===== src/rtl/xbus_master_arb.sv =====
// Two-master round-robin Xbus arbiter: one registered transaction at a time, 4-cycle req-to-ack with a 2-stage-ack slave.
// Backpressure: the loser's request stays pending; DONE/ERR hold until the winner drops req and the slave ack tail clears.
module xbus_master_arb #(
  parameter int TIMEOUT = 64
) (
  input  logic        clk,
  input  logic        reset,
  input  logic [21:0] m0_addr,
  input  logic [31:0] m0_datain,
  input  logic        m0_req,
  input  logic        m0_write,
  output logic [31:0] m0_dataout,
  output logic        m0_ack,
  output logic        m0_buserr,
  input  logic [21:0] m1_addr,
  input  logic [31:0] m1_datain,
  input  logic        m1_req,
  input  logic        m1_write,
  output logic [31:0] m1_dataout,
  output logic        m1_ack,
  output logic        m1_buserr,
  output logic [21:0] x_addr,
  output logic [31:0] x_dataout,
  output logic        x_req,
  output logic        x_write,
  input  logic [31:0] x_datain,
  input  logic        x_ack,
  input  logic        x_decode,
  output logic        grant,
  output logic        busy
);

  typedef enum logic [1:0] {IDLE, BUSY, DONE, ERR} state_t;

  localparam logic [7:0] TO_LAST = 8'(TIMEOUT - 1);

  state_t     state;
  logic       last;
  logic [7:0] cnt;
  logic       any_req;
  logic       win;
  logic       win_req;
  logic       unused_decode;

  // Decode is informational; completion depends only on x_ack.
  assign unused_decode = x_decode;

  assign any_req = m0_req | m1_req;
  assign win     = (m0_req & m1_req) ? ~last : m1_req;
  assign win_req = grant ? m1_req : m0_req;

  always_ff @(posedge clk) begin
    if (reset) begin
      state      <= IDLE;
      last       <= 1'b1;
      grant      <= 1'b0;
      busy       <= 1'b0;
      cnt        <= '0;
      x_req      <= 1'b0;
      x_write    <= 1'b0;
      x_addr     <= '0;
      x_dataout  <= '0;
      m0_ack     <= 1'b0;
      m0_buserr  <= 1'b0;
      m0_dataout <= '0;
      m1_ack     <= 1'b0;
      m1_buserr  <= 1'b0;
      m1_dataout <= '0;
    end else begin
      case (state)
        IDLE: begin
          if (any_req) begin
            x_addr    <= win ? m1_addr : m0_addr;
            x_dataout <= win ? m1_datain : m0_datain;
            x_write   <= win ? m1_write : m0_write;
            grant     <= win;
            last      <= win;
            cnt       <= '0;
            x_req     <= 1'b1;
            busy      <= 1'b1;
            state     <= BUSY;
          end
        end
        BUSY: begin
          // A coincident ack beats the timeout.
          if (x_ack) begin
            x_req <= 1'b0;
            if (grant) begin
              m1_dataout <= x_datain;
              m1_ack     <= 1'b1;
            end else begin
              m0_dataout <= x_datain;
              m0_ack     <= 1'b1;
            end
            state <= DONE;
          end else if (cnt == TO_LAST) begin
            x_req <= 1'b0;
            if (grant) begin
              m1_dataout <= '0;
              m1_buserr  <= 1'b1;
            end else begin
              m0_dataout <= '0;
              m0_buserr  <= 1'b1;
            end
            state <= ERR;
          end else begin
            cnt <= cnt + 8'd1;
          end
        end
        DONE, ERR: begin
          // Waiting for x_ack low keeps a stale ack from completing the next grant.
          if (!win_req && !x_ack) begin
            m0_ack    <= 1'b0;
            m0_buserr <= 1'b0;
            m1_ack    <= 1'b0;
            m1_buserr <= 1'b0;
            busy      <= 1'b0;
            state     <= IDLE;
          end
        end
        default: state <= IDLE;
      endcase
    end
  end

endmodule


===== config.mk =====
export PLATFORM = sky130hd
export DESIGN_NAME = xbus_master_arb
export DESIGN_NICKNAME = d
export VERILOG_FILES = /design/src/rtl/xbus_master_arb.sv
export SDC_FILE = /design/constraint.sdc
export NUM_CORES = 1
export LEC_CHECK = 0
export CAP_MARGIN = 10
export CORE_MARGIN = 1.5
export CORE_UTILIZATION = 38
export DETAILED_ROUTE_END_ITERATION = 6
export PLACE_DENSITY = 0.8
export SYNTH_ARGS = -nofsm -noshare
export SYNTH_HDL_FRONTEND = slang
export SYNTH_SLANG_ARGS = --single-unit

===== constraint.sdc =====
create_clock -name clk -period 1.9 [get_ports clk]
set_input_delay 0.38 -clock clk [delete_from_list [all_inputs] [get_ports clk]]
set_output_delay 0.38 -clock clk [all_outputs]
set_load 0.05 [all_outputs]

==> impl_metrics.ini <==
[timing]
max_clock_freq_mhz = 563
finalMaxSlewViolations = 0
worstMarginPinSlew_ps = 523
rsz0062_at_grt = false
fin_worst_skew_ps = 5.79
min_period_ps = 1770
finalHoldViolations = 0
whs_ps = 406
slew_headroom_pct = 65.3
timing.final.setup_violations = 0
finalCritPeriodShare_pct = 93.4

[worst_setup_path]
path_buf_inv = 0
slowest_stage = or4_1
crit_arrival_ps = 2120
crit_type = flop to flop
crit_chain = ha_1 > and4bb_4 > a211o_1 > or4_1 > a21oi_1
crit_family = simple AND/OR/NAND/NOR gates
max_stage_delay_ps = 480
critPathLaunchType = flop
cp_max_fo = 5
end_kind = flop
cp.required_ps = 2250

[global_routing]
grt_start_max_net_pins = 53
gr-total-overflow = 0
grt_antenna_before_repair = 0
grt_pass1_wl_mm = 27.7
grt_pass1_vias = 5379
grt_usage_pct = 21.6

[logic_synthesis]
synthTopCellsByArea = dfxtp_1 (46%), mux2i_1 (15%), a211oi_1 (6.9%)
syn_nets = 788
synth_top_cell_by_area = dfxtp_1
yosysSeqAreaShare_pct = 46.1
synth-edff-count = 0
synth_seq_cells = 137
yosysTopAreaCellShare_pct = 46.1
synthArstFlopShare_pct = 0
ys.flop_type = dfxtp_1
synth_cell_types = 37
avgSynthCellArea_um2 = 9.31
synth_area_um2 = 5950
syn-instance-count = 639
ys.warnings.count = 0

[cells_and_area]
final_cell_mix = clkdlybuf4s50_1 (145), dfxtp_1 (137), buf_4 (92)
nNetsFinal = 1067
diodes = 0
fillers = 1343
final_core_util_pct = 62.8
stdcell_count = 1141
drive_gt1_share_pct = 14.9
layout-area-overhead-vs-synth_pct = 61.1
final_area_um2 = 9580
layout_commonest_cell = clkdlybuf4s50_1

[outcome]
outcome = finished clean

[floorplan]
die_w_um = 128
dieArea_um2 = 16400
die_h_um = 128
rows = 45
initial_core_util_pct = 39.0
num_io_pins = 274
fp.coreArea_um2 = 15300

[worst_hold_path]
hp-class = input pin to flop

[power_and_ir_drop]
power_leakage_nw = 4.09
cellPowerDensity_nw_per_um2 = 941
peakVddDrop_v = 0.000621

[placed_design]
place_area_um2 = 9020
post-place-cells = 1110
io_buffers = 272
dp_hpwl_mm = 13.0
place_congestion = 0.820

[job]
cap_violations = 0

[detailed_routing]
vias = 5617
route.detailed.drc = 0
first_pass_iters = 4
routedWlPerCell_um = 15.4
drt-initial-drc-count = 213
wirelength_mm = 17.6
routed_via_density = 4.92
postRouteAntennaNets = 0

[clocking]
clock_sinks = 137
cts_root_buffer = clkbuf_16
cts_htree_levels = 4
cts.path.max_buffers = 2
cts_buffers = 17
cts_tree = yes
cts.reportedPaths.clkPinSlew_ps = 50
cts_setup_buffers = 0
clk_latency_ps = 420
cts_hold_buffers = 0
==> synth_stat cells, types with 2 or more instances <==
cell type / n
a211oi_1: 55
a21oi_1: 19
and2_1: 2
buf_1: 4
buf_2: 12
buf_4: 2
buf_6: 2
clkbuf_1: 36
dfxtp_1: 137
inv_1: 3
mux2i_1: 88
nand2_1: 8
nand2b_1: 35
nand3_1: 7
nand3b_1: 32
nand4_1: 3
nor2_1: 66
nor2b_1: 32
nor3_1: 3
o21ai_0: 66
o21ai_1: 3
o31ai_1: 5
or2_2: 2
or4_1: 4
==> final timing paths <==
kind / to / cells after the start / start / slack, ps
worst max-delay path: cnt[7]$_SDFFE_PP0P_ / 5 / cnt[0]$_SDFFE_PP0P_ / 130
worst min-delay path: m0_dataout[28]$_SDFFE_PP0P_ / 3 / reset / 410
worst max register to register: cnt[7]$_SDFFE_PP0P_ / 5 / cnt[0]$_SDFFE_PP0P_ / 130
worst min register to register: m1_buserr$_SDFFE_PP0P_ / 2 / m1_buserr$_SDFFE_PP0P_ / 450
==> worst min-delay path, delay by kind of cell <==
| kind | cells | cell delay, ps |
|---|---|---|
| multiplexers | 1 | 50 |
| buffers and inverters | 1 | 200 |
| AND/OR/NAND/NOR | 1 | 130 |
==> flip-flops by register name, summed over array words and instances (netlist names), 2 cells and up <==
register    count
x_addr         22
m0_dataout     32
m1_dataout     32
state           2
cnt             8
x_dataout      32
==> repair_timing <==
action	in CTS	in global routing
endpoints found under the setup margin	69	1
pin swaps	0	1
resized for setup	69	0
==> logic make-up after synthesis <==
group / Yosys count / share of synthesized area (%)
multiplexers: 88 / 14.8
AO/OA/AOI/OAI: 153 / 15.6
flip-flops: 137 / 46.1
AND/OR/NAND/NOR: 201 / 18.9
buffers and inverters: 59 / 4.36
adder cells (fa/ha/maj): 1 / 0.210
==> layer usage <==
layer  GRT usage, %  part of all wire, %  vias up
met3           6.01                  7.3       18
met4           7.53                  1.6        0
met1           25.8                   42     2543
li1               -                    -     2836
met2           37.2                   49      220
met5              0                    0        -
==> power by group <==
part           switching [mW]  leakage, nW  total [mW]  internal, mW
Clock                    1.20        0.320        3.60          2.40
Combinational            1.32         2.65        2.22         0.893
Sequential              0.115         1.12        3.20          3.08
==> area by class of cell <==
class	instances	area [µm²]	share of cell area (%)
clock buffer	25	515	5.38
tap	211	264	2.76
inverter	3	11.3	0.118
multi-input combinational	443	2970	31.0
clock inverter	6	134	1.40
sequential	137	2740	28.6
timing repair buffer	316	2950	30.8
==> stage by stage <==
step | power [mW] | setup TNS, ps | setup slack [ps]
floorplan | 4.57 | 0 | 150
global placement | 5.52 | -1470 | -148
detailed placement | 5.55 | -2430 | -186
CTS | 9.08 | 0 | 84.3
global route | 9.34 | 0 | 29.4
finish | 9.02 | 0 | 125
(Power assumes the default switching activity.)
